## config.mk

```make
export PLATFORM = sky130hd
export DESIGN_NAME = dbpsk_frame_encoder
export DESIGN_NICKNAME = d
export VERILOG_FILES = /design/src/rtl/dbpsk_pkg.sv /design/src/rtl/dbpsk_diff_mapper.sv /design/src/rtl/dbpsk_frame_encoder.sv
export SDC_FILE = /design/constraint.sdc
export NUM_CORES = 1
export LEC_CHECK = 0
export CORE_UTILIZATION = 39
export CTS_BUF_LIST = sky130_fd_sc_hd__clkbuf_4
export CTS_CLUSTER_DIAMETER = 50
export DETAILED_ROUTE_END_ITERATION = 10
export PLACE_DENSITY = 0.72
export SYNTH_ARGS = -nofsm -noshare
export SYNTH_HDL_FRONTEND = slang
export SYNTH_SLANG_ARGS = --single-unit
export TNS_END_PERCENT = 30
```

## constraint.sdc

```tcl
create_clock -name clk_o -period 1.6 [get_ports clk_o]
set_input_delay 0.4 -clock clk_o [delete_from_list [all_inputs] [get_ports clk_o]]
set_output_delay 0.4 -clock clk_o [all_outputs]
set_load 0.1 [all_outputs]
```

## src/rtl/dbpsk_pkg.sv

```systemverilog
// Shared types and constants for the DBPSK frame encoder: FSM states,
// bipolar symbol codes and default framing parameters.
package dbpsk_pkg;

   typedef enum logic [2:0] {
      ST_IDLE,
      ST_PREAMBLE,
      ST_SYNC,
      ST_PAYLOAD,
      ST_GAP
   } state_t;

   localparam logic signed [1:0] SYM_POS  = 2'sb01;
   localparam logic signed [1:0] SYM_NEG  = 2'sb11;
   localparam logic signed [1:0] SYM_ZERO = 2'sb00;

   localparam int         DEF_PRE_LEN   = 16;
   localparam int         DEF_SYNC_W    = 8;
   localparam logic [7:0] DEF_SYNC_WORD = 8'b1101_0011;

   // Encoded 0 maps to +1, encoded 1 maps to -1.
   function automatic logic signed [1:0] map_sym(input logic bit_in);
      return bit_in ? SYM_NEG : SYM_POS;
   endfunction

endpackage

```

## src/rtl/dbpsk_diff_mapper.sv

```systemverilog
// Differential (XOR) encoder plus bipolar symbol mapper; one register stage
// between the raw framed bit and the modulator-facing outputs.
module dbpsk_diff_mapper
   import dbpsk_pkg::*;
(
   input  logic              clk_o,
   input  logic              reset_n,
   input  logic              i_clear,
   input  logic              i_valid,
   input  logic              i_raw,
   output logic              o_tx_bit,
   output logic signed [1:0] o_tx_sym,
   output logic              o_tx_valid
);

   logic              r_d;
   logic signed [1:0] r_sym;
   logic              r_valid;
   logic              w_d_prev;
   logic              w_d_next;

   // Clear forces d_prev to 0; with i_valid it also encodes the first bit of a frame.
   assign w_d_prev = i_clear ? 1'b0 : r_d;
   assign w_d_next = w_d_prev ^ i_raw;

   always_ff @(posedge clk_o or negedge reset_n) begin
      if (!reset_n) begin
         r_d     <= 1'b0;
         r_sym   <= SYM_ZERO;
         r_valid <= 1'b0;
      end else if (i_valid) begin
         r_d     <= w_d_next;
         r_sym   <= map_sym(w_d_next);
         r_valid <= 1'b1;
      end else begin
         r_d     <= w_d_prev;
         r_sym   <= SYM_ZERO;
         r_valid <= 1'b0;
      end
   end

   assign o_tx_bit   = r_d;
   assign o_tx_sym   = r_sym;
   assign o_tx_valid = r_valid;

endmodule

```

## src/rtl/dbpsk_frame_encoder.sv

```systemverilog
// Frames the free-running PN stream (preamble, sync word, payload, gap) and
// hands each framed bit to the differential mapper.
//
// state       | meaning
// ST_IDLE     | waiting for tx_en (without abort)
// ST_PREAMBLE | PRE_LEN bits of 1,0,1,0,...
// ST_SYNC     | SYNC_WORD, MSB first
// ST_PAYLOAD  | PAY_LEN bits taken from data_PN
// ST_GAP      | GAP_LEN idle cycles, then next frame or IDLE
module dbpsk_frame_encoder
   import dbpsk_pkg::*;
#(
   parameter int                PRE_LEN   = DEF_PRE_LEN,
   parameter int                SYNC_W    = DEF_SYNC_W,
   parameter logic [SYNC_W-1:0] SYNC_WORD = DEF_SYNC_WORD,
   parameter int                PAY_LEN   = 127,
   parameter int                GAP_LEN   = 4,
   parameter int                CNT_W     = 8
) (
   input  logic              clk_o,
   input  logic              reset_n,
   input  logic              i_tx_en,
   input  logic              i_abort,
   input  logic              i_data_PN,
   output logic              o_tx_bit,
   output logic signed [1:0] o_tx_sym,
   output logic              o_tx_valid,
   output logic              o_frame_start,
   output logic              o_frame_done,
   output logic              o_busy
);

   localparam int SW_IW = (SYNC_W > 1) ? $clog2(SYNC_W) : 1;

   localparam logic [CNT_W-1:0] PRE_LAST = CNT_W'(PRE_LEN - 1);
   localparam logic [CNT_W-1:0] SYN_LAST = CNT_W'(SYNC_W - 1);
   localparam logic [CNT_W-1:0] PAY_LAST = CNT_W'(PAY_LEN - 1);
   localparam logic [CNT_W-1:0] GAP_LAST = CNT_W'(GAP_LEN - 1);

   state_t             r_state;
   state_t             w_state_nxt;
   logic [CNT_W-1:0]   r_cnt;
   logic [CNT_W-1:0]   w_cnt_nxt;
   logic               r_frame_start;
   logic               r_frame_done;
   logic               w_raw;
   logic               w_valid;
   logic               w_clear;
   logic               w_first;
   logic               w_last;
   logic [SW_IW-1:0]   w_sync_idx;

   assign w_sync_idx = SW_IW'(SYNC_W - 1) - r_cnt[SW_IW-1:0];

   always_ff @(posedge clk_o or negedge reset_n) begin
      if (!reset_n) begin
         r_state       <= ST_IDLE;
         r_cnt         <= '0;
         r_frame_start <= 1'b0;
         r_frame_done  <= 1'b0;
      end else begin
         r_state       <= w_state_nxt;
         r_cnt         <= w_cnt_nxt;
         r_frame_start <= w_valid & w_first;
         r_frame_done  <= w_last;
      end
   end

   always_comb begin
      w_state_nxt = r_state;
      w_cnt_nxt   = r_cnt + CNT_W'(1);
      w_raw       = 1'b0;
      w_valid     = 1'b0;
      w_clear     = 1'b0;
      w_first     = 1'b0;
      w_last      = 1'b0;
      unique case (r_state)
         ST_IDLE: begin
            w_cnt_nxt = '0;
            if (i_tx_en && !i_abort) begin
               w_state_nxt = ST_PREAMBLE;
            end
         end
         ST_PREAMBLE: begin
            w_raw   = ~r_cnt[0];
            w_valid = 1'b1;
            w_first = (r_cnt == '0);
            w_clear = w_first;
            if (r_cnt == PRE_LAST) begin
               w_state_nxt = ST_SYNC;
               w_cnt_nxt   = '0;
            end
         end
         ST_SYNC: begin
            w_raw   = SYNC_WORD[w_sync_idx];
            w_valid = 1'b1;
            if (r_cnt == SYN_LAST) begin
               w_state_nxt = ST_PAYLOAD;
               w_cnt_nxt   = '0;
            end
         end
         ST_PAYLOAD: begin
            w_raw   = i_data_PN;
            w_valid = 1'b1;
            if (r_cnt == PAY_LAST) begin
               w_last      = 1'b1;
               w_state_nxt = ST_GAP;
               w_cnt_nxt   = '0;
            end
         end
         ST_GAP: begin
            if (r_cnt == GAP_LAST) begin
               w_cnt_nxt   = '0;
               w_state_nxt = i_tx_en ? ST_PREAMBLE : ST_IDLE;
            end
         end
         default: begin
            w_state_nxt = ST_IDLE;
            w_cnt_nxt   = '0;
         end
      endcase
      // Abort drops the frame on the spot: no symbol, no done pulse, fresh d_prev.
      if (i_abort && r_state != ST_IDLE) begin
         w_state_nxt = ST_IDLE;
         w_cnt_nxt   = '0;
         w_valid     = 1'b0;
         w_first     = 1'b0;
         w_last      = 1'b0;
         w_clear     = 1'b1;
      end
   end

   dbpsk_diff_mapper u_mapper (
      .clk_o      (clk_o),
      .reset_n    (reset_n),
      .i_clear    (w_clear),
      .i_valid    (w_valid),
      .i_raw      (w_raw),
      .o_tx_bit   (o_tx_bit),
      .o_tx_sym   (o_tx_sym),
      .o_tx_valid (o_tx_valid)
   );

   assign o_frame_start = r_frame_start;
   assign o_frame_done  = r_frame_done;
   assign o_busy        = (r_state != ST_IDLE);

endmodule

```

; Word-level counts from Yosys, hierarchy flattened
; Memories as Yosys holds them, arrays and structs flattened.
; Index checks and enable logic that the tools add are counted.
[op_classes]
reduce_logical = 8
n_eq_ne = 13
magnitude_cmp = 1
n_bitwise = 3
add_sub_neg = 2
mux = 29
[op_table]
columns = op, count
row1 = 8-bit two-way mux, 5
row2 = 8-bit case mux with 4 select lines, 1
row3 = 3-bit two-way mux, 6
row4 = 3-bit inequality test (second input constant), 5
row5 = 3-bit case mux with 5 select lines, 1
row6 = 1-bit two-way mux, 13
row7 = 8-bit by 1-bit adder with 8-bit output (second input constant), 1
row8 = 8-bit by 2-bit equality test with 1-bit output (second input constant), 1
row9 = 8-bit by 3-bit equality test with 1-bit output (second input constant), 1
row10 = 8-bit by 4-bit equality test with 1-bit output (second input constant), 1
row11 = 8-bit by 7-bit equality test with 1-bit output (second input constant), 1
row12 = 8-bit zero test, 1
row13 = 3-bit by 2-bit equality test with 1-bit output (second input constant), 2
row14 = 5-bit AND reduction, 1
row15 = 3-bit by 4-bit less-than comparator with 1-bit output (second input constant), 1
row16 = 2-bit two-way mux, 2
row17 = 3-bit by 1-bit equality test with 1-bit output (second input constant), 1
row18 = 3-bit equality test (second input constant), 1
row19 = 3-bit zero test, 1
row20 = 1-bit case mux with 3 select lines, 1
row21 = 3-bit nonzero test, 1
row22 = 3-bit OR reduction, 1
row23 = 3-bit subtractor (first input constant), 1
row24 = 1-bit logical AND, 2
row25 = 4 further kinds, 4
[totals]
reg_bits = 17
rom_bits = 8
out_inout_bits = 7
memories = 1
elab_cells = 64
[mem_list]
columns = name, depth, word_bits, rd, rd_clocked_by_memory_dff, write_ports, line
row1 = (name not given), 8, 1, 1, 0, 0, dbpsk_frame_encoder.sv:95  ; w_raw = SYNC_WORD[w_sync_idx];

; Depth between registers and ports, before layout
[logic_depth]
depth_word = 7
mapped_depth = 6
mapped_depth_nobuf = 6

; By module
; A second synthesis with hierarchy kept.
[unflattened]
cells_unflattened = 105
area_unflattened_um2 = 973.4
[by_module_without_submodules]
columns = module, area_per_inst_um2, instances, cells_per_inst, seq_area_each_um2
row1 = dbpsk_frame_encoder, 848.3, 1, 96, 325.3
row2 = dbpsk_diff_mapper, 125.1, 1, 9, 75.1

; Least setup slack after synthesis
; OpenSTA, ideal clock, no wires.
[synth_timing]
kind = register to register
start = reg r_state[1]
end = reg r_cnt[2]
required_time_ps = 1505
setup_slack_ps = -419
path_buffers = 1
t_arrival_ps = 1924
period_less_slack_ps = 2019
setup_time_ps = 95
stages_incl_launch_ff = 6
cell_sequence = dfrtp_1 clkbuf_1 nor3_1 inv_1 nand3_1 a211oi_1
[synth_via]
elab_chain_len = 3
[synth_rtl]
columns = element, line
row1 = "start, declared", dbpsk_frame_encoder.sv:40  ; state_t r_state;
row2 = "start signal, assigned", dbpsk_frame_encoder.sv:62  ; r_state <= w_state_nxt;
row3 = 3-bit nonzero test, -
row4 = via o_busy, dbpsk_frame_encoder.sv:30  ; output logic o_busy
row5 = 1-bit logical AND, dbpsk_frame_encoder.sv:123  ; if (i_abort && r_state != ST_IDLE) begin
row6 = 8-bit two-way mux, dbpsk_frame_encoder.sv:123
row7 = via w_cnt_nxt[2], dbpsk_frame_encoder.sv:43  ; logic [CNT_W-1:0] w_cnt_nxt;
row8 = "end signal, assigned", dbpsk_frame_encoder.sv:63  ; r_cnt <= w_cnt_nxt;
row9 = "end, declared", dbpsk_frame_encoder.sv:42  ; logic [CNT_W-1:0] r_cnt;
; The timed path passes the listed nets, and every way through them passes these cells.
; A chain may end at the register's enable or synchronous reset.

; Final worst setup path
[layout_timing]
start = reg r_state[0]
end = out o_busy
[layout_via]
elab_chain_len = 1
[layout_rtl]
columns = element, line
row1 = 3-bit nonzero test, dbpsk_frame_encoder.sv:146  ; assign o_busy = (r_state != ST_IDLE);
row2 = "end, declared", dbpsk_frame_encoder.sv:30
; Every way passes these cells.

==> reports/metrics.yaml <==
outcome: "finished, violations left"
violations: "negative setup slack"
ys_seq_elements: 16
peakVddDrop_v: 0.000632
fin_area_um2: 1620
final_cell_mix: "buf_4 (23), dfrtp_1 (14), buf_12 (8)"
final_common_cell: "buf_4"
gp_congestion: 0.821
dp_cells: 158
cts_tree: "yes"
synth_nets: 111
yosysUniqueCellTypes: 39
io_pins: 12
worst-endpoint-arrival_ns: 1.41
p_seq_frac: 0.406
netlist_area_um2: 1000
worst_slack_ns: -0.211
grt_max_degree: 17
finClkSkew_ns: 0.00753
synth.avg_cell_area_um2: 9.80
async_reset_ff_frac: 1.00
ctsHoldBuffers: 0
cts_buffers: 3
wl_um: 2770
internal_power_w: 0.000680
critPathKind: "flip-flop to primary output"
die-height_um: 52.6
power.density_nw_per_um2: 665
remaining_drc_errors: 0
synth_cells: 102
ys_seq_area_frac: 0.401
end_kind: "primary output"
grt_pass1_vias: 951
setup_tns_ns: -1.27
diodes: 0
viasPerCell: 5.33
grt_pass1_wl_um: 4390
ant_nets: 0
root_buffer: "clkbuf_4"
grt-ovfl-total: 0
worstMarginPinSlew_ns: 0.393
layout-drive-gt1-share: 0.521
fillers: 172
rows: 17
wl_per_cell_um: 16.5
clock_sinks: 16
p_clk_frac: 0.210
drtPass1Iterations: 4
worst_skew_pair.late_latency_ns: 0.30
cts_buffer_depth: 2
nets: 150
vias: 896
grt_setup_unrepaired: "true"
fin_crit_ns: 1.81
drt_iter0_markers: 10
cts_max_level: 1
die_x_um: 52.6
track_usage: 0.224
yosys_warnings: 0
total_power_w: 0.00108
fp.dieArea_um2: 2770
antenna_found_initial: 0
start_kind: "flip-flop"
p_sw_frac: 0.368
timing.final.hold_violations: 0
synthToLayoutAreaGrowth_pct: 61.8
path_clk_slew_ns: 0.10
start_util: 0.431
cp_data_required_time_ns: 1.20
final_cells: 168
port-buffer-count: 11
finalCritPeriodShare: 1.13
min_path_type: "primary input to async pin"
synth_edf_count: 0
p_leak_nw: 0.685
place_area_um2: 1380
coreArea_um2: 2320
setup_viol: 10
drv_slew: 0
dp_hpwl_um: 1810
max_freq_mhz: 552
max_slew_margin: 0.735
comb_power_share: 0.385
ys.flop_type: "dfrtp_1"
p_sw_w: 0.000396
drv_cap: 0
critPathMaxFanout: 3
finish.utilization: 0.698
-- layout make-up --
cell class / count / area (µm²) / share of cell area
inverters: 6 / 26.3 / 0.0162
multi-input cells: 75 / 709 / 0.439
clock buffers: 3 / 22.5 / 0.0139
repair buffers: 39 / 418 / 0.258
well taps: 28 / 35.0 / 0.0217
flip-flops and latches: 16 / 403 / 0.249
clock inverters: 1 / 3.75 / 0.00232
-- kinds of logic after synthesis --
logic type,count (synthesis),share of synthesized area
buffers and inverters,11,0.0476
AO/OA/AOI/OAI,18,0.145
multiplexers,2,0.0200
adder cells (fa/ha/maj),4,0.0501
XOR/XNOR,6,0.0526
flip-flops,16,0.400
AND/OR/NAND/NOR,45,0.284
-- registers in the layout, summed over array words and instances, names as in the netlist --
name               count
r_cnt                  8
r_state                3
u_mapper.o_tx_sym      2
o_frame_done           1
o_frame_start          1
u_mapper.o_tx_bit      1
-- repair_timing --
item / in CTS / in global routing
setup endpoints to repair: 10 / 13
pin swaps: 5 / 7
resized for setup: 20 / 15
buffers inserted: 5 / 2
hold endpoints to repair: 0 / 0
-- per-layer routing --
| layer | vias up | global-route usage | share of wire |
|---|---|---|---|
| li1 | 444 | - | - |
| met1 | 435 | 0.276 | 0.44 |
| met2 | 15 | 0.392 | 0.53 |
| met3 | 2 | 0.0261 | 0.020 |
| met4 | 0 | 0.0833 | 0.010 |
| met5 | - | 0 | 0 |
-- power by group through the flow --
stage	Clock (W)	Sequential (W)	Combinational [W]
6_report	0.000225	0.000436	0.000414
2_1_floorplan	0	0.000513	0.000133
4_1_cts	0.000225	0.000435	0.000382
3_3_place_gp	0	0.000443	0.000339
3_5_place_dp	0	0.000445	0.000342
5_1_grt	0.000252	0.000438	0.000431
-- Yosys cell counts (2+ instances only) --
cell | count | area, µm²
clkbuf_1 | 2 | 7.51
and2_1 | 2 | 12.5
nor3_1 | 9 | 45.0
dfrtp_1 | 16 | 400
nor2_1 | 6 | 22.5
inv_1 | 6 | 22.5
ha_1 | 4 | 50.1
nor4_4 | 2 | 42.5
nand2_1 | 4 | 15.0
o21ai_0 | 5 | 25.0
nand3_1 | 7 | 35.0
nand4_1 | 2 | 12.5
buf_2 | 2 | 10.0
xor2_1 | 4 | 35.0
nor3b_1 | 3 | 22.5
xnor2_1 | 2 | 17.5
a211oi_1 | 3 | 22.5
mux2i_1 | 2 | 20.0
-- worst max-delay path: stages (launching register included) --
cell and delay, ns:
dfrtp_1 0.42, buf_6 0.14, nor3_4 0.22, clkinvlp_4 0.16
buf_12 0.18
-- path summary, 6_finish.rpt --
kind	start	endpoint	slack, ns	cells past startpoint
worst max-delay path	r_state[0]	o_busy	-0.21	4
worst min-delay path	reset_n	r_state[2]	0.42	2
worst max register to register	r_state[0]	r_cnt[0]	-0.17	7
worst min register to register	r_state[2]	o_frame_start	0.57	2
max in group asynchronous	reset_n	r_cnt[6]	0.98	2
min in group clk_o	r_state[2]	o_frame_start	0.57	2
-- through the flow --
stage	worst slack [ns]	hold WS, ns
after floorplan	-0.0382	0.104
after global placement	-0.112	0.566
after detailed placement	-0.288	0.604
after CTS	-0.196	0.431
after global routing	-0.275	0.430
final	-0.211	0.420
Note: power is estimated with default switching activity, not from simulation.
